$ cat src/rtl/game_pkg.sv
// Shared game definitions: stat-update FSM states, score/lives limits and
// fruit bit positions used by the stats datapath.
`timescale 1ns/1ps
package game_pkg;

    typedef enum logic [1:0] {
        ST_IDLE   = 2'd0,
        ST_WRITE  = 2'd1,
        ST_SETTLE = 2'd2
    } upd_state_t;

    localparam int unsigned WIN_SCORE_DEF = 520;
    localparam int unsigned MAX_LIVES_DEF = 3;
    localparam int unsigned SCORE_MAX_DEF = 1023;

    localparam int unsigned FRUIT_APPLE  = 0;
    localparam int unsigned FRUIT_PEAS   = 1;
    localparam int unsigned FRUIT_GRAPES = 2;
    localparam int unsigned FRUIT_DRINK  = 3;

endpackage

$ cat src/rtl/rr_pick.sv
// Combinational round-robin picker: first pending requester at or after i_rr,
// returned both one-hot and as an index.
`timescale 1ns/1ps
module rr_pick #(
    parameter int unsigned N_REQ = 4,
    parameter int unsigned IDX_W = 2
) (
    input  logic [N_REQ-1:0] i_pending,
    input  logic [IDX_W-1:0] i_rr,
    output logic [N_REQ-1:0] o_onehot,
    output logic [IDX_W-1:0] o_idx,
    output logic             o_valid
);

    logic [IDX_W-1:0] w_cand;

    always_comb begin
        o_onehot = '0;
        o_idx    = '0;
        o_valid  = 1'b0;
        w_cand   = '0;
        for (int unsigned k = 0; k < N_REQ; k++) begin
            w_cand = IDX_W'((32'(i_rr) + k) % N_REQ);
            if (!o_valid && i_pending[w_cand]) begin
                o_valid          = 1'b1;
                o_onehot[w_cand] = 1'b1;
                o_idx            = w_cand;
            end
        end
    end

endmodule

$ cat src/rtl/score_update_arbiter.sv
// Arbitrates game-event requests onto the shared score/fruit/lives registers,
// one read-modify-write per grant, and raises win/lose threshold pulses.
`timescale 1ns/1ps
module score_update_arbiter
    import game_pkg::*;
#(
    parameter int unsigned N_REQ     = 4,
    parameter int unsigned SCORE_W   = 10,
    parameter int unsigned SCORE_MAX = SCORE_MAX_DEF,
    parameter int unsigned WIN_SCORE = WIN_SCORE_DEF,
    parameter int unsigned MAX_LIVES = MAX_LIVES_DEF
) (
    input  logic                       Clk,
    input  logic                       Reset,
    input  logic                       clear,
    input  logic [N_REQ-1:0]           req,
    input  logic [N_REQ*SCORE_W-1:0]   req_pts,
    input  logic [N_REQ*4-1:0]         req_fruit,
    input  logic [N_REQ-1:0]           req_life,
    output logic [N_REQ-1:0]           req_drop,
    output logic [N_REQ-1:0]           grant,
    input  logic [SCORE_W-1:0]         score_from_reg,
    input  logic [3:0]                 fruits_from_reg,
    input  logic [1:0]                 lives_from_reg,
    output logic [SCORE_W-1:0]         score_to_reg,
    output logic [3:0]                 fruits_to_reg,
    output logic [1:0]                 lives_to_reg,
    output logic                       Load_S,
    output logic                       Load_F,
    output logic                       Load_L,
    output logic                       win_evt,
    output logic                       lose_evt,
    output logic                       busy
);

    localparam int unsigned IDX_W = (N_REQ > 1) ? $clog2(N_REQ) : 1;

    localparam logic [SCORE_W:0]   LP_SMAX_W = (SCORE_W+1)'(SCORE_MAX);
    localparam logic [SCORE_W-1:0] LP_SMAX   = SCORE_W'(SCORE_MAX);
    localparam logic [SCORE_W-1:0] LP_WIN    = SCORE_W'(WIN_SCORE);
    localparam logic [2:0]         LP_LMAX_W = 3'(MAX_LIVES);
    localparam logic [1:0]         LP_LMAX   = 2'(MAX_LIVES);

    upd_state_t r_state, w_state_nxt;

    logic [N_REQ-1:0]   r_pending;
    logic [SCORE_W-1:0] r_pts   [N_REQ];
    logic [3:0]         r_fruit [N_REQ];
    logic [N_REQ-1:0]   r_life;
    logic [IDX_W-1:0]   r_rr;

    logic [N_REQ-1:0]   r_grant;
    logic [N_REQ-1:0]   r_drop;
    logic [SCORE_W-1:0] r_score;
    logic [3:0]         r_fruits;
    logic [1:0]         r_lives;
    logic               r_ld_s, r_ld_f, r_ld_l;
    logic               r_win, r_lose;

    logic [N_REQ-1:0]   w_onehot;
    logic [IDX_W-1:0]   w_idx;
    logic               w_valid;
    logic               w_take;
    logic [N_REQ-1:0]   w_clr_mask;
    logic [N_REQ-1:0]   w_accept;
    logic [SCORE_W-1:0] w_pts;
    logic [3:0]         w_fruit;
    logic               w_life;
    logic [SCORE_W:0]   w_sum;
    logic [SCORE_W-1:0] w_new_score;
    logic [2:0]         w_lives_inc;
    logic [1:0]         w_new_lives;

    rr_pick #(
        .N_REQ (N_REQ),
        .IDX_W (IDX_W)
    ) u_rr_pick (
        .i_pending (r_pending),
        .i_rr      (r_rr),
        .o_onehot  (w_onehot),
        .o_idx     (w_idx),
        .o_valid   (w_valid)
    );

    always_ff @(posedge Clk or posedge Reset) begin
        if (Reset) r_state <= ST_IDLE;
        else       r_state <= w_state_nxt;
    end

    always_comb begin
        w_state_nxt = r_state;
        w_take      = 1'b0;
        unique case (r_state)
            ST_IDLE: begin
                if (w_valid) begin
                    w_take      = 1'b1;
                    w_state_nxt = ST_WRITE;
                end
            end
            ST_WRITE:  w_state_nxt = ST_SETTLE;
            ST_SETTLE: w_state_nxt = ST_IDLE;
            default:   w_state_nxt = ST_IDLE;
        endcase
        if (clear) begin
            w_state_nxt = ST_IDLE;
            w_take      = 1'b0;
        end
    end

    // A grant clearing pending[i] in the same cycle as a new req[i] still accepts it.
    assign w_clr_mask = w_take ? w_onehot : '0;
    assign w_accept   = req & (~r_pending | w_clr_mask);

    assign w_pts   = r_pts[w_idx];
    assign w_fruit = r_fruit[w_idx];
    assign w_life  = r_life[w_idx];

    assign w_sum       = {1'b0, score_from_reg} + {1'b0, w_pts};
    assign w_new_score = (w_sum > LP_SMAX_W) ? LP_SMAX : w_sum[SCORE_W-1:0];
    assign w_lives_inc = {1'b0, lives_from_reg} + 3'd1;
    assign w_new_lives = (w_lives_inc > LP_LMAX_W) ? LP_LMAX : w_lives_inc[1:0];

    always_ff @(posedge Clk or posedge Reset) begin
        if (Reset) begin
            r_pending <= '0;
            r_life    <= '0;
            r_rr      <= '0;
            r_drop    <= '0;
            for (int unsigned i = 0; i < N_REQ; i++) begin
                r_pts[i]   <= '0;
                r_fruit[i] <= '0;
            end
        end else if (clear) begin
            r_pending <= '0;
            r_rr      <= '0;
            r_drop    <= '0;
        end else begin
            r_pending <= (r_pending & ~w_clr_mask) | req;
            r_drop    <= req & ~w_accept;
            if (w_take)
                r_rr <= (w_idx == IDX_W'(N_REQ-1)) ? '0 : w_idx + 1'b1;
            for (int unsigned i = 0; i < N_REQ; i++) begin
                if (w_accept[i]) begin
                    r_pts[i]   <= req_pts[i*SCORE_W +: SCORE_W];
                    r_fruit[i] <= req_fruit[i*4 +: 4];
                    r_life[i]  <= req_life[i];
                end
            end
        end
    end

    // Outputs hold their values only for the single WRITE cycle; zero otherwise.
    always_ff @(posedge Clk or posedge Reset) begin
        if (Reset) begin
            r_grant  <= '0;
            r_score  <= '0;
            r_fruits <= '0;
            r_lives  <= '0;
            r_ld_s   <= 1'b0;
            r_ld_f   <= 1'b0;
            r_ld_l   <= 1'b0;
            r_win    <= 1'b0;
            r_lose   <= 1'b0;
        end else if (w_take) begin
            r_grant  <= w_onehot;
            r_score  <= w_new_score;
            r_fruits <= fruits_from_reg | w_fruit;
            r_lives  <= w_new_lives;
            r_ld_s   <= (w_pts != '0);
            r_ld_f   <= (w_fruit != 4'b0000);
            r_ld_l   <= w_life;
            r_win    <= (score_from_reg < LP_WIN) && (w_new_score >= LP_WIN);
            r_lose   <= w_life && (lives_from_reg < LP_LMAX) && (w_new_lives == LP_LMAX);
        end else begin
            r_grant  <= '0;
            r_score  <= '0;
            r_fruits <= '0;
            r_lives  <= '0;
            r_ld_s   <= 1'b0;
            r_ld_f   <= 1'b0;
            r_ld_l   <= 1'b0;
            r_win    <= 1'b0;
            r_lose   <= 1'b0;
        end
    end

    assign grant         = r_grant;
    assign req_drop      = r_drop;
    assign score_to_reg  = r_score;
    assign fruits_to_reg = r_fruits;
    assign lives_to_reg  = r_lives;
    assign Load_S        = r_ld_s;
    assign Load_F        = r_ld_f;
    assign Load_L        = r_ld_l;
    assign win_evt       = r_win;
    assign lose_evt      = r_lose;
    assign busy          = (r_state != ST_IDLE) || (|r_pending);

endmodule

$ cat config.mk
export PLATFORM = sky130hd
export DESIGN_NAME = score_update_arbiter
export DESIGN_NICKNAME = d
export VERILOG_FILES = /design/src/rtl/game_pkg.sv /design/src/rtl/rr_pick.sv /design/src/rtl/score_update_arbiter.sv
export SDC_FILE = /design/constraint.sdc
export NUM_CORES = 1
export LEC_CHECK = 0
export BUFFER_PORTS_ARGS = -buffer_cell sky130_fd_sc_hd__buf_2
export CAP_MARGIN = 10
export CORE_UTILIZATION = 25
export DETAILED_ROUTE_END_ITERATION = 10
export PLACE_DENSITY = 0.54
export SLEW_MARGIN = 20
export SYNTH_ARGS = -nofsm -noshare
export SYNTH_HDL_FRONTEND = slang
export SYNTH_SLANG_ARGS = --single-unit
$ cat constraint.sdc
create_clock -name Clk -period 7.95 [get_ports Clk]
set_input_delay 0.3975 -clock Clk [delete_from_list [all_inputs] [get_ports Clk]]
set_output_delay 0.3975 -clock Clk [all_outputs]
set_load 0.005 [all_outputs]
# --- Word level (Yosys, flattened, before mapping) ---
# Cells that the tools add are included.
totals:
  register_bits: 97
  out_inout_bits: 30
  elab_cells: 146
  input_bits: 83
op_classes:
  reduce_logical: 24
  add_sub_neg: 6
  bitwise_logic: 14
  mux: 58
  order_cmp: 15
  n_eq_ne: 4
ops:
  columns: ["cell", "count"]
  rows:
  - ["$mux 10", 4]
  - ["$mux 4", 10]
  - ["$or 4x4->4", 6]
  - ["$mux 2", 11]
  - ["$mux 1", 21]
  - ["$bmux 10 s2", 1]
  - ["$lt 2x3->1 const B", 5]
  - ["$and 4x4->4", 3]
  - ["$not 4->4", 3]
  - ["$add 10x10->11", 1]
  - ["$gt 11x10->1 const B", 1]
  - ["$bmux 1 s2", 5]
  - ["$ge 10x10->1 const B", 1]
  - ["$logic_and 1x1->1", 10]
  - ["$lt 10x10->1 const B", 1]
  - ["$reduce_bool 10->1", 1]
  - ["$bmux 4 s2", 1]
  - ["$demux 1 s2", 4]
  - ["$ge 2x1->1 const B", 4]
  - ["$reduce_and 2->1", 4]
  - ["$add 2x1->2 const B", 2]
  - ["$add 2x2->2 const B", 2]
  - ["$eq 2x2->1 const B", 2]
  - ["$pmux 2 s2", 1]
  - ["other kinds (14)", 17]

# --- Longest topological paths before layout ---
# Gate-level depths: netlist of the first run.
depth:
  depth_word: 22
  mapped_depth: 19
  depth_no_buf: 16

# --- Modules after synthesis ---
# From an unflattened synthesis of the first run, not the netlist that was laid out.
hier_totals:
  cells_unflattened: 381
  area_unflattened_um2: 4883.4
by_module_without_submodules:
  columns: ["mod", "area_per_inst_um2", "cells_per_inst", "n_inst", "seq_area_each_um2"]
  rows:
  - ["score_update_arbiter", 4461.8, 336, 1, 2427.3]
  - ["rr_pick", 421.7, 45, 1, 0.0]

# --- Worst setup path before layout of the first run ---
# No wires, ideal clock.
synth_path:
  path_kind: "register to register"
  from: "register r_rr[0]"
  to: "register r_win, in the netlist win_evt"
  t_arrival_ns: 4.155
  path_buffers: 3
  stages_incl_launch_ff: 20
  slack_ns: 3.675
  setup_time_ns: 0.120
  synth_period_minus_slack_ns: 4.275
  cell_sequence: "dfrtp_1 -> buf_6 -> inv_1 -> ha_1 -> a311o_1 -> a21o_1 -> buf_6 -> buf_6 -> mux2i_1 -> mux2i_1 -> ha_1 -> fa_1 -> nand3_1 -> a21boi_0 -> o21ai_0 -> a21oi_1 -> a21o_1 -> a21oi_1 -> nand2_1 -> o211a_1"
synth_via:
  elab_chain_len: 22
  word_cells_on_any_way: 38
  cone_classes: "4 x add/sub; 2 x order compare; 24 x mux; 1 x bitwise; 7 x reduce/logical"
synth_rtl:
  columns: ["item", "line_no", "source"]
  rows:
  - ["start, declared", "score_update_arbiter.sv:50", "logic [IDX_W-1:0] r_rr;"]
  - ["start signal, assigned", "score_update_arbiter.sv:141", "r_rr <= (w_idx == IDX_W'(N_REQ-1)) ? '0 : w_idx + 1'b1;"]
  - ["branches (longest 21 deep; another with $add 2x1->2)", null, null]
  - ["$mux 1 *", "score_update_arbiter.sv:164", "end else if (w_take) begin"]
  - ["end signal, assigned", "score_update_arbiter.sv:172", "r_win <= (score_from_reg < LP_WIN) && (w_new_score >= LP_WIN);"]
  - ["end, declared", "score_update_arbiter.sv:58", "logic r_win, r_lose;"]
# Every way passes the cells marked *. The select of a mux whose other input is x is not followed.
# A chain may end at the register's enable or synchronous reset.

# --- Worst setup path after layout of the first run ---
# Same ends and word-level chain as after synthesis.

==> metrics.txt, run 1 <==
Clock Pin Slew Worst Setup and Hold Paths 70 ps; CTS tree done; Die Area 21,200 sq um; Initial Utilization 25.5%; row count 52; Tot GR Track Use 13.0%; crit path max fanout 20; Mapped Nets 501; Max clock buf depth 2; HP Class input port to asynchronous set/reset pin; largest net degree at the start of global routing 67; Post-CTS Resized 0; WL per Instance 16.6 microns; CP arrival 5270 ps; Layout Nets 610; Slowest cell on crit path dfrtp_1; cell mode on critical path a21oi_1; routed wire length 13.0 mm; syn_area_per_cell 12.9 sq um; CP Cell Sequence inv_1 -> ha_1 -> o32a_1 -> o21ai_2 -> buf_4 -> mux4_2 -> ha_1 -> a21oi_1 -> a21boi_0 -> o21ai_0 -> a21oi_1 -> a21o_1 -> a21oi_1 -> nand2_1 -> o211a_1; Startpoint Class flop; WP data required 8190 ps; initial drt markers 140; Placeable Area 20,200 sq um; Routability Congestion 0.736; number of buffers created by CTS 9; endpoints failing setup 0; largest family of logic cells by synthesized area multiplexers; predominant post-synthesis flop cell dfrtp_1; Max Slew Vio Count 0; Final HPWL DP 9.67 mm; Slew HR 43.1%; die extent in x 146 microns; Final Hold Vio Count 0; clk_lat worst skew 350 ps; crit path kind flop to flop; crit path buf inv count 2; worst setup margin 2920 ps; maximum vdd drop 0.116 mV; # Post-CTS Setup Buffers 0; post-route setup TNS 0 ps; FMAX 199 MHz; n_diodes 0; Compound-Gate Fraction of Synth Area 8.67%; sequential-to-total area share from yosys stat 47.1%; Post-synth EDFFs 0; DR vias 3,499; Tmin final 5030 ps; Mapped Cells 398; max reg flops 40; area leader, netlist dfrtp_1; layout cell share with drive strength beyond 1 42.6%; number of library cell types mapped by synthesis 58; Layout Area Growth over Synthesis 22.4%; XOR/XNOR Fraction of Synth Area 1.36%; Area contributors post-synth dfrtp_1 47%, mux2_4 12%, mux2i_1 6.4%; Post-Synth Simple-Gate Area 8.41%; RSZ-0062 raised after global routing no; Vias/cell 4.47; hold buffers post-CTS 0; P per Cell Area 303 nW/um^2; design area 6300 sq um; initial antenna violation count 0; DRT antenna net count 0; CP endpoint kind flop; worst-margin pin slew 853 ps; first-pass GRT wire length 21.1 mm; placed inst area 5940 sq um; die height 146 microns; Clock Skews 8.31 ps; synthesis warning total 0; Placed Cells 765; PortBufs 112; critical path's top delay family compound AO/OA/AOI/OAI gates; Post-Syn Area 5150 sq um; vias in the first global route 3,834; FF+latch count, synth 97; area share of the leading cell type in the synthesized netlist 47.1%; Max Cap Viol 0; Residual DRC 0; Leak Pwr 3.20 nW; outcome complete, no violations; grt total ovfl 0; CTS Sinks 97; worst stage delay on the critical path 730 ps; fraction of registers with async set/reset 100%; H-tree Lvls 3; final worst path period share 63.2%; adder-cell share of the synthesized area 5.00%; boundary pin count 113; mux contribution to synthesized area 25.5%; CTS Root Cell clkbuf_16; DRT Pass-1 Iters 4; non-filler instance count after layout 782; Setup WS pre-CTS 2980 ps
[metrics by stage]
step	hold slack, ps	util [%]	power, mW
after floorplan	434	-	1.21
after global placement	422	29.3	1.38
after detailed placement	437	29.3	1.40
after CTS	60.3	31.1	1.93
after global routing	65.8	31.1	2.04
final	40.7	31.1	1.91
[metal layers]
metal | global-route usage [%] | vias up | part of all wire, %
li1 | - | 1655 | -
met1 | 17.2 | 1739 | 47
met2 | 20.4 | 90 | 47
met3 | 3.45 | 15 | 4.6
met4 | 4.79 | 0 | 1.6
met5 | 0 | - | 0
[cell families after synthesis]
group	Yosys count
AOI/OAI and AO/OA	68
and+or+nand+nor	68
xor gates and xnor gates	8
DFF	97
muxes	103
buffers and inverters	34
adders and majority gates	20
[cell usage after synthesis, types with 3 or more instances]
| cell | count |
|---|---|
| nand2b_2 | 4 |
| buf_2 | 5 |
| ha_1 | 19 |
| a21oi_1 | 26 |
| nand2_1 | 18 |
| inv_1 | 16 |
| o21ai_0 | 9 |
| dfrtp_1 | 97 |
| nor3_1 | 9 |
| nor4_1 | 4 |
| a32oi_1 | 4 |
| a22o_1 | 4 |
| a21oi_2 | 4 |
| xnor2_1 | 6 |
| nand2b_1 | 3 |
| mux2i_1 | 33 |
| mux4_2 | 4 |
| buf_6 | 8 |
| nor2_1 | 9 |
| a21o_1 | 3 |
| mux2_4 | 40 |
| nand3b_4 | 4 |
| mux2_2 | 24 |
| nor3b_1 | 3 |
[placed cells by master (no fill, tap or decap), types with 4 or more instances in the layout]
| cell | n |
|---|---|
| a32oi_1 | 4 |
| nand3b_4 | 4 |
| a22o_1 | 4 |
| nand2_1 | 18 |
| nor3_1 | 9 |
| mux2_2 | 24 |
| mux4_2 | 4 |
| nor4_1 | 4 |
| ha_1 | 19 |
| xnor2_1 | 6 |
| a21oi_2 | 4 |
| nor2_1 | 9 |
| mux2i_1 | 33 |
| o21ai_0 | 8 |
| nand2b_2 | 4 |
| dfrtp_1 | 97 |
| inv_1 | 15 |
| buf_2 | 112 |
| a21oi_1 | 26 |
| clkbuf_16 | 9 |
| mux2_4 | 40 |
[worst paths after layout]
check	startpoint	to	slack, ps	depth (start not counted)
worst max register to register	r_rr[0]	win_evt	2920	15
min in group Clk	lives_from_reg[0]	lose_evt	230	2
worst min-delay path	Reset	Load_L	40	2
worst max-delay path	r_rr[0]	win_evt	2920	15
max in group asynchronous	Reset	lose_evt	6700	3
worst min register to register	r_state[1]	r_state[1]	480	1
[power breakdown]
| group | switching, mW | internal, mW |
|---|---|---|
| logic | 0.374 | 0.354 |
| registers | 0.0688 | 0.599 |
| clock network | 0.193 | 0.317 |
| total | 0.637 | 1.27 |
[final cells by class]
cell class                      instances  area, sq um
Sequential cell                        97         2430
Multi-Input combinational cell        267         2520
Timing Repair Buffer                  116          598
Tap cell                              270          338
Inverter                               16         62.6
Fill cell                            2027        13900
Clock inverter                          6          113
Clock buffer                           10          239
[worst register-to-register path, delay by kind of cell (launching register included)]
family	cells	cell delay, ps
multiplexers	1	600
AO/OA/AOI/OAI	9	2160
adder cells (fa/ha/maj)	2	770
flip-flops	1	730
AND/OR/NAND/NOR	1	110
buffers and inverters	2	560
Note: power is estimated with default switching activity, not from simulation.
==> run 2, diff against run 1 <==
==> constraint.sdc (replaced) <==
create_clock -name Clk -period 5.25 [get_ports Clk]
set_input_delay 0.2625 -clock Clk [delete_from_list [all_inputs] [get_ports Clk]]
set_output_delay 0.2625 -clock Clk [all_outputs]
set_load 0.005 [all_outputs]
==> metrics.txt, run 2 (synthesized netlist as in run 1, its figures left out) <==
maximum vdd drop 0.156 mV (+35%); Setup WS pre-CTS 595 ps (-2390 ps); Max Slew Vio Count 0 (unchanged); clk_lat worst skew 350 ps (about the same); commonest cells after routing, fill and taps aside 112 x buf_2, 97 x dfrtp_1, 40 x mux2_4, 33 x mux2i_1, 26 x a21oi_1; max reg flops 40 (unchanged); WP data required 5490 ps (-2700 ps); Max Cap Viol 0 (unchanged); Final HPWL DP 9.72 mm (+0.52%); die extent in x 146 microns (unchanged); number of buffers created by CTS 9 (unchanged); Tmin final 4690 ps (-338 ps); grt total ovfl 0 (unchanged); worst-margin pin slew 964 ps (+111 ps); DRT antenna net count 0 (unchanged); Residual DRC 0 (unchanged); final core utilization 31.1% (about the same); CP endpoint kind flop; CTS Root Cell clkbuf_16; crit path kind flop to flop; endpoints failing setup 0 (unchanged); critical path's top delay family compound AO/OA/AOI/OAI gates; outcome complete, no violations; Final Hold Vio Count 0 (unchanged); crit path max fanout 19 (-5.0%); crit path buf inv count 4 (+2); Vias/cell 4.49 (+0.29%); initial antenna violation count 1 (+1); layout cell share with drive strength beyond 1 42.7% (+0.14 points); Placeable Area 20,200 sq um (unchanged); DR vias 3,527 (+0.80%); Initial Utilization 25.5% (unchanged); first-pass GRT wire length 20.2 mm (-4.1%); DRT Pass-1 Iters 4 (unchanged); post-route setup TNS 0 ps (unchanged); initial drt markers 142 (+1.4%); HP Class input port to flop; RSZ-0062 raised after global routing no; Die Area 21,200 sq um (unchanged); Clock Pin Slew Worst Setup and Hold Paths 70 ps (about the same); FMAX 213 MHz (+7.2%); vias in the first global route 3,656 (-4.6%); Tot GR Track Use 12.5% (-0.55 points); non-filler instance count after layout 786 (+0.51%); Layout Area Growth over Synthesis 22.3% (about the same); CP arrival 4930 ps (-340 ps); Layout Nets 613 (+0.49%); P per Cell Area 453 nW/um^2 (+50%); CP Cell Sequence inv_1 -> ha_1 -> inv_1 -> o21ai_0 -> o21ai_2 -> buf_4 -> mux2i_1 -> ha_1 -> fa_1 -> nand3_1 -> a21boi_0 -> o21ai_0 -> a21oi_1 -> a21o_1 -> a21oi_1 -> buf_4 -> nand2_1 -> o211a_1; Routability Congestion 0.751 (+2.0%); Slowest cell on crit path dfrtp_1; Clock Skews 9.41 ps (+1.10 ps); row count 52 (unchanged); WL per Instance 16.1 microns (-3.0%); Leak Pwr 3.20 nW (-0.12%); PortBufs 112 (unchanged); commonest non-fill, non-tap cell in the layout buf_2; routed wire length 12.6 mm (-2.5%); placed inst area 5960 sq um (+0.38%); Placed Cells 768 (+0.39%); boundary pin count 113 (unchanged); largest net degree at the start of global routing 68 (+1.5%); worst stage delay on the critical path 720 ps (about the same); Slew HR 35.7% (-7.4 points); final worst path period share 89.3% (+26 points); H-tree Lvls 3 (unchanged); Startpoint Class flop; design area 6300 sq um (about the same); Max clock buf depth 2 (unchanged); CTS Sinks 97 (unchanged); CTS tree done; die height 146 microns (unchanged); worst setup margin 563 ps (-2360 ps)
-- run 2: changes by cell type in the layout (fill, tap and decap cells not counted) --
cell           delta
clkinvlp_4        +1
dlygate4sd3_1     +1
bufinv_16         -1
buf_4             +3
diode_2           +1
buf_8             -1
-- run 2: worst paths after layout --
path                                    from    endpoint  slack (ps)  cells after the start
setup / recovery                     r_rr[0]     win_evt         560                     18
hold / removal             lives_from_reg[0]    lose_evt         100                      2
setup reg to reg                     r_rr[0]     win_evt         560                     18
hold reg to reg                   r_state[1]  r_state[1]         460                      1
max in group asynchronous              Reset  r_fruit[9]        3610                      4
min in group asynchronous              Reset    lose_evt         460                      3
-- run 2: area by class of cell --
type,count,area (sq um)
Clock inverter,6,90.1
Clock buffer,10,239
Inverter,16,62.6
Multi-Input combinational cell,267,2520
Fill cell,2039,13900
Antenna cell,1,2.50
Tap cell,270,338
Timing Repair Buffer,119,616
Sequential cell,97,2430
-- run 2: layer usage --
metal	global-route usage (%)	share of wire [%]	vias to the layer above
met5	0	0	-
met4	5.37	2.3	0
met3	2.54	4.7	15
met2	19.7	47	94
met1	16.6	46	1750
li1	-	-	1668
-- run 2: where the power goes --
group | internal [mW] | switching (mW) | leakage [nW]
Clock | 0.432 | 0.291 | 0.159
Sequential | 0.907 | 0.103 | 1.19
Combinational | 0.547 | 0.570 | 1.84
-- run 2: worst reg2reg max path: stages (launching register included) --
cell and delay, ps:
dfrtp_1 720, inv_1 270, ha_1 450, inv_1 110
o21ai_0 110, o21ai_2 380, buf_4 260, mux2i_1 170
ha_1 260, fa_1 410, nand3_1 120, a21boi_0 80
o21ai_0 260, a21oi_1 180, a21o_1 210, a21oi_1 140
buf_4 170, nand2_1 60, o211a_1 220
-- run 2: timing repair --
| item | in CTS | in global routing |
|---|---|---|
| buffers inserted | 0 | 0 |
| resized for setup | 0 | 0 |
| hold endpoints to repair | 30 | 0 |
| hold buffers | 1 | 0 |
-- run 2: stage by stage --
step                hold slack [ps]  power [mW]
floorplan                       333        1.84
global placement                281        2.11
detailed placement              288        2.14
CTS                            77.0        2.88
global route                   88.1        3.04
finish                         96.4        2.85
